--- config.mk ---
export PLATFORM = sky130hd
export DESIGN_NAME = parity_sched
export DESIGN_NICKNAME = d
export VERILOG_FILES = /design/src/rtl/parity_sched.sv
export SDC_FILE = /design/constraint.sdc
export NUM_CORES = 1
export LEC_CHECK = 0
export CORE_UTILIZATION = 40
export DETAILED_ROUTE_END_ITERATION = 6
export PLACE_DENSITY_LB_ADDON = 0.2
export SYNTH_ARGS = -nofsm -noshare
export SYNTH_HDL_FRONTEND = slang
export SYNTH_SLANG_ARGS = --single-unit
--- constraint.sdc ---
create_clock -name clk -period 2.15 [get_ports clk]
set_input_delay 0.43 -clock clk [delete_from_list [all_inputs] [get_ports clk]]
set_output_delay 0.43 -clock clk [all_outputs]
set_load 0.005 [all_outputs]
--- src/rtl/parity_sched.sv ---
// parity_sched: four-requester round-robin parity checker sharing one 8-bit
// XOR reduction.
//
// A request is accepted in StIdle, its parity is computed and registered in
// StCompute, and the result is held in StHold until the consumer takes it.
// One result is produced every three cycles at most.
//
// Optional feature: define PARITY_SCHED_ERR_CNT_EN to add a saturating count
// of consumed results that had a parity error (err_clr_i / err_cnt_o).
//
// Ports:
//   clk           rising-edge clock
//   rst_n         asynchronous active-low reset
//   req_valid_i   per-requester byte pending
//   req_data_i    requester i byte at [8i+7:8i]
//   req_exp_i     per-requester expected parity bit
//   req_ready_o   one-hot grant (only in StIdle)
//   res_valid_o   result presented (StHold)
//   res_ready_i   consumer accepts result
//   res_id_o      requester owning the result
//   res_parity_o  XOR of the captured byte
//   res_err_o     parity differs from the captured expected bit
//   busy_o        FSM not idle
//   err_clr_i     (optional) clear the error counter
//   err_cnt_o     (optional) saturating error count

module parity_sched (
  input  logic        clk,
  input  logic        rst_n,
  input  logic [3:0]  req_valid_i,
  input  logic [31:0] req_data_i,
  input  logic [3:0]  req_exp_i,
  output logic [3:0]  req_ready_o,
  output logic        res_valid_o,
  input  logic        res_ready_i,
  output logic [1:0]  res_id_o,
  output logic        res_parity_o,
  output logic        res_err_o,
  output logic        busy_o
`ifdef PARITY_SCHED_ERR_CNT_EN
  ,
  input  logic        err_clr_i,
  output logic [7:0]  err_cnt_o
`endif
);

  typedef enum logic [1:0] {
    StIdle    = 2'd0,
    StCompute = 2'd1,
    StHold    = 2'd2
  } state_e;

  state_e     state_q, state_d;
  logic [1:0] ptr_q, ptr_d;
  logic [7:0] data_q, data_d;
  logic       exp_q, exp_d;
  logic [1:0] id_q, id_d;
  logic       parity_q, parity_d;
  logic       err_q, err_d;

  // Round-robin arbitration signals.
  logic [1:0] win_id;
  logic       win_found;
  logic [3:0] grant;
  logic [1:0] idx;
  logic       transfer;
  logic       consume;

  // --------------------------------------------------------------------------
  // Round-robin search: ptr, ptr+1, ptr+2, ptr+3 (2-bit arithmetic wraps).
  // --------------------------------------------------------------------------
  always_comb begin
    win_id    = 2'd0;
    win_found = 1'b0;
    idx       = 2'd0;
    for (int k = 0; k < 4; k++) begin
      idx = ptr_q + 2'(k);
      if (!win_found && req_valid_i[idx]) begin
        win_found = 1'b1;
        win_id    = idx;
      end
    end
    grant = win_found ? (4'b0001 << win_id) : 4'b0000;
  end

  assign transfer = (state_q == StIdle) && win_found;
  assign consume  = (state_q == StHold) && res_ready_i;

  // --------------------------------------------------------------------------
  // Next-state logic
  // --------------------------------------------------------------------------
  always_comb begin
    state_d  = state_q;
    ptr_d    = ptr_q;
    data_d   = data_q;
    exp_d    = exp_q;
    id_d     = id_q;
    parity_d = parity_q;
    err_d    = err_q;

    unique case (state_q)
      StIdle: begin
        if (transfer) begin
          data_d  = req_data_i[8*win_id +: 8];
          exp_d   = req_exp_i[win_id];
          id_d    = win_id;
          ptr_d   = win_id + 2'd1;
          state_d = StCompute;
        end
      end
      StCompute: begin
        // The single shared reduction: only the captured byte feeds it.
        parity_d = ^data_q;
        err_d    = (^data_q) ^ exp_q;
        state_d  = StHold;
      end
      StHold: begin
        if (res_ready_i) begin
          state_d = StIdle;
        end
      end
      default: begin
        state_d = StIdle;
      end
    endcase
  end

  // --------------------------------------------------------------------------
  // State registers
  // --------------------------------------------------------------------------
  always_ff @(posedge clk or negedge rst_n) begin
    if (!rst_n) begin
      state_q  <= StIdle;
      ptr_q    <= 2'd0;
      data_q   <= 8'd0;
      exp_q    <= 1'b0;
      id_q     <= 2'd0;
      parity_q <= 1'b0;
      err_q    <= 1'b0;
    end else begin
      state_q  <= state_d;
      ptr_q    <= ptr_d;
      data_q   <= data_d;
      exp_q    <= exp_d;
      id_q     <= id_d;
      parity_q <= parity_d;
      err_q    <= err_d;
    end
  end

  // --------------------------------------------------------------------------
  // Outputs
  // --------------------------------------------------------------------------
  always_comb begin
    req_ready_o  = (state_q == StIdle) ? grant : 4'b0000;
    res_valid_o  = (state_q == StHold);
    busy_o       = (state_q != StIdle);
    res_id_o     = id_q;
    res_parity_o = parity_q;
    res_err_o    = err_q;
  end

`ifdef PARITY_SCHED_ERR_CNT_EN
  // --------------------------------------------------------------------------
  // Saturating error counter; a clear beats a same-cycle increment.
  // --------------------------------------------------------------------------
  logic [7:0] err_cnt_q, err_cnt_d;

  always_comb begin
    err_cnt_d = err_cnt_q;
    if (err_clr_i) begin
      err_cnt_d = 8'd0;
    end else if (consume && err_q && (err_cnt_q != 8'hFF)) begin
      err_cnt_d = err_cnt_q + 8'd1;
    end
  end

  always_ff @(posedge clk or negedge rst_n) begin
    if (!rst_n) begin
      err_cnt_q <= 8'd0;
    end else begin
      err_cnt_q <= err_cnt_d;
    end
  end

  assign err_cnt_o = err_cnt_q;
`else
  // Consume only matters to the optional counter.
  logic unused_consume;
  assign unused_consume = consume;
`endif

endmodule

* Word level (Yosys, flattened, before mapping)
Index checks and enable logic that the tools add are counted.
Cells by class: $add $sub $neg 4, magnitude comparators 5, equal/unequal tests 4, shifts and indexed selects 2, muxes and demuxes 23, bitwise logic cells 1, reduce and logical (&&, ||, !) cells 12
Operators by type and width (number):
- $shiftx A32 B6 Y8 | 1
- $lt A2 B3 Y1 const B | 5
- $mux W2 | 6
- $bmux W1 S2 | 5
- $mux W1 | 9
- $mux W4 | 2
- $reduce_xor A8 Y1 | 1
- $pmux W2 S3 | 1
- $add A2 B1 Y2 const B | 2
- $add A2 B2 Y2 const B | 2
- $logic_and A1 B1 Y1 | 4
- $reduce_and A2 Y1 | 2
- $shl A1 B2 Y4 const A | 1
- $logic_not A1 Y1 | 3
- $eq A2 B1 Y1 const B | 1
- $eq A2 B2 Y1 const B | 1
- $logic_not A2 Y1 | 1
- $ne A2 B1 Y1 const B | 1
- $ne A2 B2 Y1 const B | 1
- $reduce_bool A2 Y1 | 1
- $xor A1 B1 Y1 | 1
Storage, ports and cells: flip-flop bits (word level) 17, bits of input ports 43, output and inout port bits 10, word-level logic and storage cells 58

* Longest topological paths before layout
depth in word-level cells 15, depth in mapped cells 7, gate-level depth less buffers 5

* Worst setup path before layout
Ideal clock, no wire load.
path kind input to output, start in req_valid_i[0], end out req_ready_o[3], arrival 1.356 ns, required time 1.720 ns, setup slack 0.364 ns, stages on the path 7, buffers on the path 2, path through nor2b_4 -> nor2_1 -> a2bb2o_4 -> clkbuf_2 -> nand2b_4 -> buf_6 -> nor2_1
Between the ends: longest elaborated chain between the ends 15, elaborated cells on any way between the ends 25, classes of those cells 1 x shift; 18 x mux; 6 x reduce/logical
RTL lines:
- start, declared | RTL line 30 | input logic [3:0] req_valid_i,
- $bmux W1 S2 | RTL line 78 | if (!win_found && req_valid_i[idx]) begin
- $mux W1 (not written as such) | RTL line 78
- $mux W1 | RTL line 78
- $logic_not A1 Y1 | RTL line 78
- $logic_and A1 B1 Y1 | RTL line 78
- $mux W1 | RTL line 78
- $logic_not A1 Y1 | RTL line 78
- $logic_and A1 B1 Y1 | RTL line 78
- $mux W1 | RTL line 78
- $logic_not A1 Y1 | RTL line 78
- $logic_and A1 B1 Y1 | RTL line 78
- $mux W2 | RTL line 78
- $shl A1 B2 Y4 | RTL line 83 | grant = win_found ? (4'b0001 << win_id) : 4'b0000;
- $mux W4 (*) | RTL line 83
- $mux W4 (*) | RTL line 155 | req_ready_o = (state_q == StIdle) ? grant : 4'b0000;
- end, declared | RTL line 33 | output logic [3:0] req_ready_o,
Every way passes the cells marked *; elsewhere a longest branch is shown, timed or not. The select of a mux whose other input is x is not followed.

* Final worst setup path
start reg state_q[0], end out req_ready_o[1]
Between the ends: longest elaborated chain between the ends 2
RTL lines:
- start, declared | RTL line 53 | state_e state_q, state_d;
- start signal, assigned | RTL line 133 | state_q <= StIdle;
- start signal, assigned | RTL line 141 | state_q <= state_d;
- $logic_not A2 Y1 | RTL line 155
- $mux W4 | RTL line 155
No other way between the ends.

==> run summary <==
The logs give 0.435 for the initial cell density of the core and 8 for the DRC violation total after the first TritonRoute iteration. The part of the cycle the worst path needs was 0.963; the first-pass GRT wire length was 4.69 mm. The leakage component of the power is 0.000852 uW, and the number of top-level pins is 53. Counting the buffers created by CTS gives 3.

The run gives 105 as the gate count of the mapped netlist. Of all nets on the critical path, the largest fanout is 2. The fraction of synthesis flops using an asynchronous set or reset pin was 1.00; the detailed-route wire length was 2.94 mm. Die outline width: 54.3 um. Setup repair after global routing could not meet its margin everywhere. The worst setup path is captured at a primary output. The tools report the worst setup timing slack at the placement stage as -523 ps. Entering global routing, the biggest net connects 18 pins. For the worst hold slack after final layout, the log shows 447 ps. The standard cell core area was 0.00252 mm2; the count of buffers inserted at the top-level ports was 52.

Clock-pin slew was measured on the worst setup and hold paths at 100 ps. For the pin with the worst max-slew slack, the measured transition is 352 ps. The run gives 0 as the residual antenna-violating net count after detailed routing. The most common cell after layout, fill and taps aside is clkdlybuf4s50_1. In the layout the commonest cells are 44 x clkdlybuf4s50_1, 19 x buf_4, 18 x mux2i_1, 16 x dfrtp_1, 15 x nand2_1. The relative max-transition margin was 0.765; the layout-stage area growth over the synthesis result was 67.8%.

For this run, the leading register cell type out of synthesis is dfrtp_1. The run gives 0.388 as the share of synthesized area occupied by flip-flops and latches. Setup violations remaining at the end of the flow were counted as 0. The floorplan has 18 rows. The floorplan step defined a die boundary enclosing 0.00295 mm2. The run gives 0 as the count of pins over their slew limit. At the worst endpoint, the arrival time is 1640 ps.

The final worst-path setup slack was 79.4 ps; the hold violation count in the final report was 0. The repair_antennas step left the layout with diodes totalling 0. The detailed-route wire length per cell came out at 14.2 um. The area of the mapped netlist is 0.00110 mm2, and the total power per unit cell area is 1310 mW/mm2. The tools report the max-cap violation count as 0. The tools report the overall fraction of global-route tracks in use as 0.229.

The CTS sink count came out at 17. For the finished layout, the period the worst path requires is 2070 ps. For the maximum vdd ir drop, the log shows 927 uV. The setup path with the least slack is of type flop to primary output. Routed via count divided by cell count: 5.13. The initial antenna violation count came out at 0. The synthesized design contains 17 register bits. The tools report the library cell used as clock root buffer as clkbuf_4. The logs give 0 for the number of warning messages in the yosys log and 2.24 mm for the post-DP HPWL. The weighted congestion at the end of routability-driven global placement was 0.780.

The first TritonRoute pass finished after 4 iterations. The class of the tightest hold or removal check is primary input to async pin. The run gives 483 MHz as the maximum operating frequency. The run gives 2 as the maximum buffer depth of the clock tree. The worst setup path is launched from a flop. Yosys mapped a number of flops with a built-in enable equal to 0. Global routing finished with a remaining overflow of 0. TritonCTS built the clock tree. For the worst setup path, the data required time is 1720 ps. The layout cell share with drive strength beyond 1 is 0.266, and the post-synth net total is 148.

Number of global-route vias before repair: 1087. From bottom edge to top edge, the die measures 54.3 um. For the insertion delay of the later-clocked pin in the worst-skew pair, the log shows 290 ps. After detailed routing, the number of remaining DRC violations is 0. Each instance of the synthesized netlist takes up on average 10.4 um2. Counting distinct cell types in the post-synthesis netlist gives 32. The tools report the count of H-tree levels built during CTS as 1. For the clock skew after layout, the log shows 5.61 ps. The detailed-route via count was 1062; the number of nets at the end of the flow was 221. The flow ran to the end, and the final reports show no timing, DRC or antenna violations.
-- path summary, 6_finish.rpt --
| kind | cells past startpoint | to | start | slack, ps |
|---|---|---|---|---|
| worst min register to register | 1 | res_id_o[0] | res_id_o[0] | 490 |
| worst max register to register | 8 | data_q[2] | ptr_q[0] | 310 |
| max in group asynchronous | 2 | ptr_q[1] | rst_n | 1490 |
| min in group clk | 1 | res_id_o[0] | res_id_o[0] | 490 |
| worst max-delay path | 6 | req_ready_o[1] | state_q[0] | 80 |
| worst min-delay path | 2 | state_q[1] | rst_n | 450 |
-- layout make-up --
cell class                 instances  area [um2]
inverter                           5        23.8
fill                             194         683
timing repair buffer              74         686
tap                               30        37.5
clock buffer                       4        26.3
multi-input combinational         77         639
sequential                        17         427
-- stage by stage --
stage | power, uW | std cells | area (um2) | TNS, ps | util
detailed placement | 2080 | 197 | 1730 | -3380 | 0.685
CTS | 2380 | 206 | 1840 | 0 | 0.730
finish | 2410 | 207 | 1840 | 0 | 0.729
floorplan | 1570 | 105 | 1100 | 0 | -
global placement | 2020 | 197 | 1730 | -2730 | 0.685
global route | 2600 | 207 | 1840 | -4.32 | 0.729
-- logic make-up (layout without fill, tap and decap cells) --
kind of cell,after synthesis,count (layout),share of synthesized area
buffers and inverters,11,83,0.0616
DFF,17,17,0.388
xor gates and xnor gates,9,9,0.0719
AOI/OAI and AO/OA,19,19,0.156
and+or+nand+nor,30,30,0.147
muxes,19,19,0.175
-- layer usage --
| layer | GRT usage | up-vias | wire length [um] |
|---|---|---|---|
| li1 | - | 517 | - |
| met1 | 0.251 | 496 | 1120 |
| met2 | 0.423 | 43 | 1570 |
| met3 | 0.0611 | 6 | 193 |
| met4 | 0.0684 | 0 | 57 |
| met5 | 0 | - | 0 |
-- synth_stat cells (2+ instances only) --
cell type | count | area, um2
a21oi_1 | 2 | 10.0
buf_6 | 3 | 33.8
dfrtp_1 | 17 | 425
inv_1 | 2 | 7.51
inv_2 | 2 | 7.51
mux2i_1 | 18 | 180
nand2_1 | 15 | 56.3
nand2b_1 | 2 | 12.5
nor2_1 | 3 | 11.3
o21ai_1 | 3 | 15.0
o221ai_1 | 9 | 78.8
or2_1 | 2 | 12.5
xnor2_1 | 8 | 70.1
-- flip-flops by register name, summed over array words and instances (netlist names) --
signal        flops
state_q           2
data_q            8
res_id_o          2
ptr_q             2
exp_q             1
res_err_o         1
res_parity_o      1
-- critical path, cell delays in order (launching register included) --
cell	delay, ps
dfrtp_1	400
or2_1	240
or2_4	260
buf_6	130
nor2_4	80
and2_4	150
buf_6	80
-- repair_timing --
item                                    in CTS  in global routing
buffers inserted                             6                  1
pin swaps                                    7                  2
endpoints found under the setup margin       4                  4
gates resized for setup                     32                  7
hold buffers                                 0                  0
-- power breakdown --
group / internal (uW) / switching (uW) / total (uW)
logic: 930 / 706 / 1640
clock network: 72.2 / 101 / 173
registers: 486 / 112 / 598
No activity file was read; power rests on OpenSTA's default activity.
